$ cat src/rtl/reaction_game_ctrl_pkg.sv
// game_pkg: shared state encoding, display codes and LFSR taps for the reaction game.
package game_pkg;
    typedef enum logic [1:0] {START = 2'd0, READY = 2'd1, PLAY = 2'd2, FINISH = 2'd3} state_t;
    localparam logic [3:0] DIG_BLANK = 4'hF;
    localparam logic [3:0] DIG_FALSE = 4'hE;
    // x^8 + x^6 + x^5 + x^4 + 1, maximal length so a non-zero seed never reaches zero
    localparam logic [7:0] LFSR_TAPS = 8'hB8;
endpackage

$ cat src/rtl/reaction_game_ctrl_bcd2_counter.sv
// bcd2_counter: two-digit BCD up-counter with clear, increment enable and saturation at 99.
module bcd2_counter (
    input  logic       clk,
    input  logic       rst_n,
    input  logic       clr_i,
    input  logic       inc_i,
    output logic [3:0] tens_o,
    output logic [3:0] ones_o,
    output logic [3:0] tens_nx_o,
    output logic [3:0] ones_nx_o,
    output logic       sat_o
);
    logic [3:0] tens_q, ones_q;
    assign sat_o = (tens_q == 4'd9) && (ones_q == 4'd9);
    always_comb begin
        tens_nx_o = tens_q;
        ones_nx_o = ones_q;
        if (clr_i) begin
            tens_nx_o = 4'd0;
            ones_nx_o = 4'd0;
        end else if (inc_i && !sat_o) begin
            ones_nx_o = (ones_q == 4'd9) ? 4'd0 : ones_q + 4'd1;
            tens_nx_o = (ones_q == 4'd9) ? tens_q + 4'd1 : tens_q;
        end
    end
    always_ff @(posedge clk or negedge rst_n) begin
        if (!rst_n) begin
            tens_q <= 4'd0;
            ones_q <= 4'd0;
        end else begin
            tens_q <= tens_nx_o;
            ones_q <= ones_nx_o;
        end
    end
    assign tens_o = tens_q;
    assign ones_o = ones_q;
endmodule

$ cat src/rtl/reaction_game_ctrl.sv
// reaction_game_ctrl: button sync, LFSR pre-start delay and BCD reaction timer FSM.
// Define BEST_SCORE_EN to keep a best-score register shown while in START.
module reaction_game_ctrl
    import game_pkg::*;
#(
    parameter int          MIN_DELAY = 10,
    parameter int          RAND_BITS = 4,
    parameter logic [7:0]  LFSR_SEED = 8'hA5
) (
    input  logic       clk,
    input  logic       rst_n,
    input  logic       tick,
    input  logic       btn,
    output logic [3:0] tens,
    output logic [3:0] ones,
    output logic       go_led,
    output logic [1:0] state,
    output logic       done
);
    state_t     state_q, state_d;
    logic [2:0] sync_q;
    logic [7:0] lfsr_q, delay_q, delay_d;
    logic [3:0] tens_q, tens_d, ones_q, ones_d;
    logic       go_q, done_q, press, inc, sat;
    logic [3:0] cnt_tens, cnt_ones, cnt_tens_nx, cnt_ones_nx;
    logic [7:0] start_dig;

    assign press = sync_q[1] & ~sync_q[2];

    bcd2_counter u_timer (
        .clk       (clk),
        .rst_n     (rst_n),
        .clr_i     (state_q != PLAY),
        .inc_i     (inc),
        .tens_o    (cnt_tens),
        .ones_o    (cnt_ones),
        .tens_nx_o (cnt_tens_nx),
        .ones_nx_o (cnt_ones_nx),
        .sat_o     (sat)
    );

`ifdef BEST_SCORE_EN
    logic [7:0] best_q;
    always_ff @(posedge clk or negedge rst_n) begin
        if (!rst_n) best_q <= 8'h99;
        else if (state_q == PLAY && press && {cnt_tens, cnt_ones} < best_q) best_q <= {cnt_tens, cnt_ones};
    end
    assign start_dig = best_q;
`else
    assign start_dig = {DIG_BLANK, DIG_BLANK};
`endif

    // press has priority over tick in every state
    always_comb begin
        state_d = state_q;
        delay_d = delay_q;
        tens_d  = tens_q;
        ones_d  = ones_q;
        inc     = 1'b0;
        unique case (state_q)
            START: begin
                {tens_d, ones_d} = press ? {DIG_BLANK, DIG_BLANK} : start_dig;
                if (press) begin
                    state_d = READY;
                    delay_d = 8'(MIN_DELAY) + 8'(lfsr_q[RAND_BITS-1:0]);
                end
            end
            READY: begin
                if (press) begin
                    state_d = FINISH;
                    tens_d  = DIG_FALSE;
                    ones_d  = DIG_FALSE;
                end else if (tick) begin
                    delay_d = delay_q - 8'd1;
                    if (delay_q == 8'd1) begin
                        state_d = PLAY;
                        tens_d  = 4'd0;
                        ones_d  = 4'd0;
                    end
                end
            end
            PLAY: begin
                inc    = tick && !press;
                tens_d = cnt_tens_nx;
                ones_d = cnt_ones_nx;
                if (press || (tick && sat)) state_d = FINISH;
            end
            FINISH: begin
                if (press) begin
                    state_d = START;
                    tens_d  = DIG_BLANK;
                    ones_d  = DIG_BLANK;
                end
            end
        endcase
    end

    always_ff @(posedge clk or negedge rst_n) begin
        if (!rst_n) begin
            state_q <= START;
            sync_q  <= 3'b000;
            lfsr_q  <= LFSR_SEED;
            delay_q <= 8'd0;
            tens_q  <= DIG_BLANK;
            ones_q  <= DIG_BLANK;
            go_q    <= 1'b0;
            done_q  <= 1'b0;
        end else begin
            state_q <= state_d;
            sync_q  <= {sync_q[1:0], btn};
            lfsr_q  <= {lfsr_q[6:0], ^(lfsr_q & LFSR_TAPS)};
            delay_q <= delay_d;
            tens_q  <= tens_d;
            ones_q  <= ones_d;
            go_q    <= state_d == PLAY;
            done_q  <= state_d == FINISH && state_q != FINISH;
        end
    end

    assign state  = state_q;
    assign tens   = tens_q;
    assign ones   = ones_q;
    assign go_led = go_q;
    assign done   = done_q;
endmodule

$ cat config.mk
export PLATFORM = sky130hd
export DESIGN_NAME = reaction_game_ctrl
export DESIGN_NICKNAME = d
export VERILOG_FILES = /design/src/rtl/reaction_game_ctrl_pkg.sv /design/src/rtl/reaction_game_ctrl_bcd2_counter.sv /design/src/rtl/reaction_game_ctrl.sv
export SDC_FILE = /design/constraint.sdc
export NUM_CORES = 1
export LEC_CHECK = 0
export CAP_MARGIN = 40
export CELL_PAD_IN_SITES_DETAIL_PLACEMENT = 1
export CELL_PAD_IN_SITES_GLOBAL_PLACEMENT = 2
export CORE_MARGIN = 8
export CORE_UTILIZATION = 42
export CTS_CLUSTER_DIAMETER = 120
export DETAILED_ROUTE_END_ITERATION = 6
export DONT_BUFFER_PORTS = 1
export PLACE_DENSITY_LB_ADDON = 0.1
export SYNTH_ARGS = -nofsm -noshare
export SYNTH_HDL_FRONTEND = slang
export SYNTH_SLANG_ARGS = --single-unit
$ cat constraint.sdc
create_clock -name clk -period 2.16 [get_ports clk]
set_input_delay 0.54 -clock clk [delete_from_list [all_inputs] [get_ports clk]]
set_output_delay 0.54 -clock clk [all_outputs]
set_load 0.005 [all_outputs]
==> results <==
==> kinds of logic (layout without fill, tap and decap cells) <==
| family | after synthesis | count (layout) |
|---|---|---|
| adders and majority gates | 11 | 11 |
| buffers and inverters | 12 | 23 |
| DFF | 39 | 39 |
| muxes | 9 | 9 |
| xor gates and xnor gates | 9 | 9 |
| AOI/OAI and AO/OA | 35 | 35 |
| and+or+nand+nor | 53 | 53 |
==> state kept, by name, summed over array words and instances, names as in the netlist <==
name / count
delay_q: 8
done: 1
go_led: 1
lfsr_q: 8
ones: 4
state: 2
sync_q: 3
tens: 4
u_timer.ones_o: 4
u_timer.tens_o: 4
==> cell type report <==
type                            instances  area share [%]
Inverter                                8            1.39
Tap cell                               54            3.13
Clock inverter                          2           0.753
Sequential cell                        39            45.9
Clock buffer                            6            3.82
Multi-Input combinational cell        117            42.0
Timing Repair Buffer                    7            3.01
==> what timing repair did <==
action                                 in CTS  in global routing
gates resized for setup                     0                  0
hold buffers                                1                  0
endpoints found under the hold margin      27                  0
==> cells in the final DEF, fill, tap and decap left out, drive strengths merged, types with 7 or more instances in the layout <==
master	synthesis	final
ha	11	11
mux2i	7	7
inv	7	7
o21ai	8	8
dfrtp	27	27
o22a	7	7
dfstp	12	12
a21oi	8	8
nand3	7	7
buf	3	7
nor2	8	8
nand2	13	13
==> worst max-delay path, delay by kind of cell (launching register included) <==
family                     cells  cell delay, ps
buffers and inverters          1             120
DFF                            1             440
adders and majority gates      1             280
AOI/OAI and AO/OA              2             340
and+or+nand+nor                2             450
muxes                          1             260
==> metal layers <==
layer  wire length [um]  track usage [%]  vias up
li1                   -                -      622
met1               1960             15.6      698
met2               2240             23.2       14
met3                137             3.71        5
met4                 34             4.85        0
met5                  0                0        -
==> where the power goes <==
part | switching (mW) | leakage [nW] | internal (mW)
clock | 0.259 | 0.0474 | 0.260
combinational | 0.521 | 0.415 | 0.452
sequential | 0.180 | 0.476 | 0.963
==> worst min-delay path by stage <==
stage           from           endpoint  slack [ps]  cells after the start
2_1_floorplan  rst_n         delay_q[0]         240                      0
3_3_place_gp   rst_n  u_timer.ones_o[1]         250                      0
3_5_place_dp   rst_n  u_timer.ones_o[1]         250                      0
4_1_cts        rst_n  u_timer.ones_o[3]          60                      1
5_1_grt        rst_n  u_timer.ones_o[3]          50                      1
6_report       rst_n  u_timer.ones_o[3]          50                      1
==> stage by stage <==
step / instance area (um2) / total power, mW / worst slack, ps
floorplan: 1970 / 1.84 / 328
global placement: 2040 / 2.09 / 248
detailed placement: 2040 / 2.13 / 196
CTS: 2160 / 2.68 / 189
global route: 2160 / 2.83 / 56.2
finish: 2160 / 2.63 / 199
==> impl_metrics.tcl <==
set metrics [dict create \
    synth_top_cell_area_share_pct 34.4 \
    synth-simple-area-share_pct 17.4 \
    grt-ovfl-total 0 \
    synth_cell_types 49 \
    clock_path_buffers 2 \
    grt_antenna_before_repair 0 \
    synth_fp_nets 183 \
    synth_cells 168 \
    ir_worst_vdd_uv 476 \
    synth_top_flop_cell "dfrtp_1" \
    reg2regPathDepth 7 \
    finalSetupViolCount 0 \
    crit_type "register to register" \
    synthArstFlopShare_pct 100 \
    synth.top_cells.by_area "dfrtp_1 (34%), dfstp_2 (16%), ha_1 (7.0%)" \
    grt_pass1_vias 1467 \
    yosysMostFrequentCell "dfrtp_1" \
    drtPass1Iterations 4 \
    critPathMaxStageDelay_ps 440 \
    wl_um 4370 \
    yosysSeqAreaShare_pct 50.4 \
    yosys_warnings 0 \
    rows 25 \
    die-area_um2 7130 \
    antennaDiodeCount 0 \
    worst_clock_skew_ps 9.29 \
    insertion_delay_ps 290 \
    synth_top_area_cell "dfrtp_1" \
    crit_path_cell_trace "inv_1 -> ha_1 -> and4bb_2 -> a31o_2 -> nand2_1 -> mux2_2 -> o21ai_0" \
    finalNonFillerCells 233 \
    arrival_ps 2170 \
    clock.fmax_mhz 510 \
    timing.final.crit_share_pct 90.8 \
    synthMuxAreaShare_pct 4.90 \
    route.antenna.remaining_nets 0 \
    worstPathMaxFanout 7 \
    cp_slowest_cell "dfrtp_1" \
    htreeDepth 2 \
    finalMaxSlewViolations 0 \
    fin_tns_setup_ps 0 \
    r2r-start "state[1]" \
    seq_area_um2 991 \
    gp_congestion 0.836 \
    start_util_pct 42.5 \
    crit_start "state[1]" \
    grt_pass1_wl_um 7510 \
    required_ps 2370 \
    grt_max_degree 28 \
    avgSynthCellArea_um2 11.7 \
    r2r-end "delay_q[3]" \
    p_per_area_nw_per_um2 1220 \
    reg2reg_slack_ps 200 \
    whs_ps 50.8 \
    dp.cells 224 \
    synth_edf_count 0 \
    endpoint "delay_q[3]" \
    worst_setup_path_start_kind "register" \
    drc 0 \
    synth_xor_area_share_pct 4.01 \
    syn_to_final_growth_pct 9.87 \
    cts_buffers 5 \
    grtUsageTotal_pct 13.5 \
    multiInputGateArea_um2 907 \
    synth.top_cells.by_count "dfrtp_1 (27), dfstp_2 (12), nand2_1 (12), ha_1 (11)" \
    cts_tree "yes" \
    utilization_pct 46.6 \
    hold_class "input port to asynchronous set/reset pin" \
    synth_top_family_by_area "simple AND/OR/NAND/NOR gates" \
    synth-adder-area-share_pct 7.00 \
    clkTransAtPathRegs_ps 80 \
    syn-cell-area_um2 1970 \
    core_um2 4630 \
    p_leak_nw 0.939 \
    cts.sink_count 39 \
    viasPerCell 5.75 \
    endpoint_kind "register" \
    cts-root-buf "clkbuf_8" \
    place_hpwl_um 3220 \
    cap_violations 0 \
    drt_iter0_drc 31 \
    slew_headroom_pct 71.8 \
    cts_setup_buffers 0 \
    rsz0062_at_grt "no" \
    status "completed" \
    io-pin-count 16 \
    die_x_um 84.4 \
    nFillCells 511 \
    chipHeight_um 84.4 \
    hold_viol 0 \
    tightest_slew_ps 419 \
    ys_ff_latch 39 \
    nNetsFinal 193 \
    vias 1339 \
    post_drt_wl_per_cell_um 18.8 \
    min_period_ps 1960 \
    synth_compound_area_share_pct 12.9 \
    drive_above_1_share_pct 24.0 \
    port_buffers 0 \
]
Note: power is estimated with default switching activity, not from simulation.
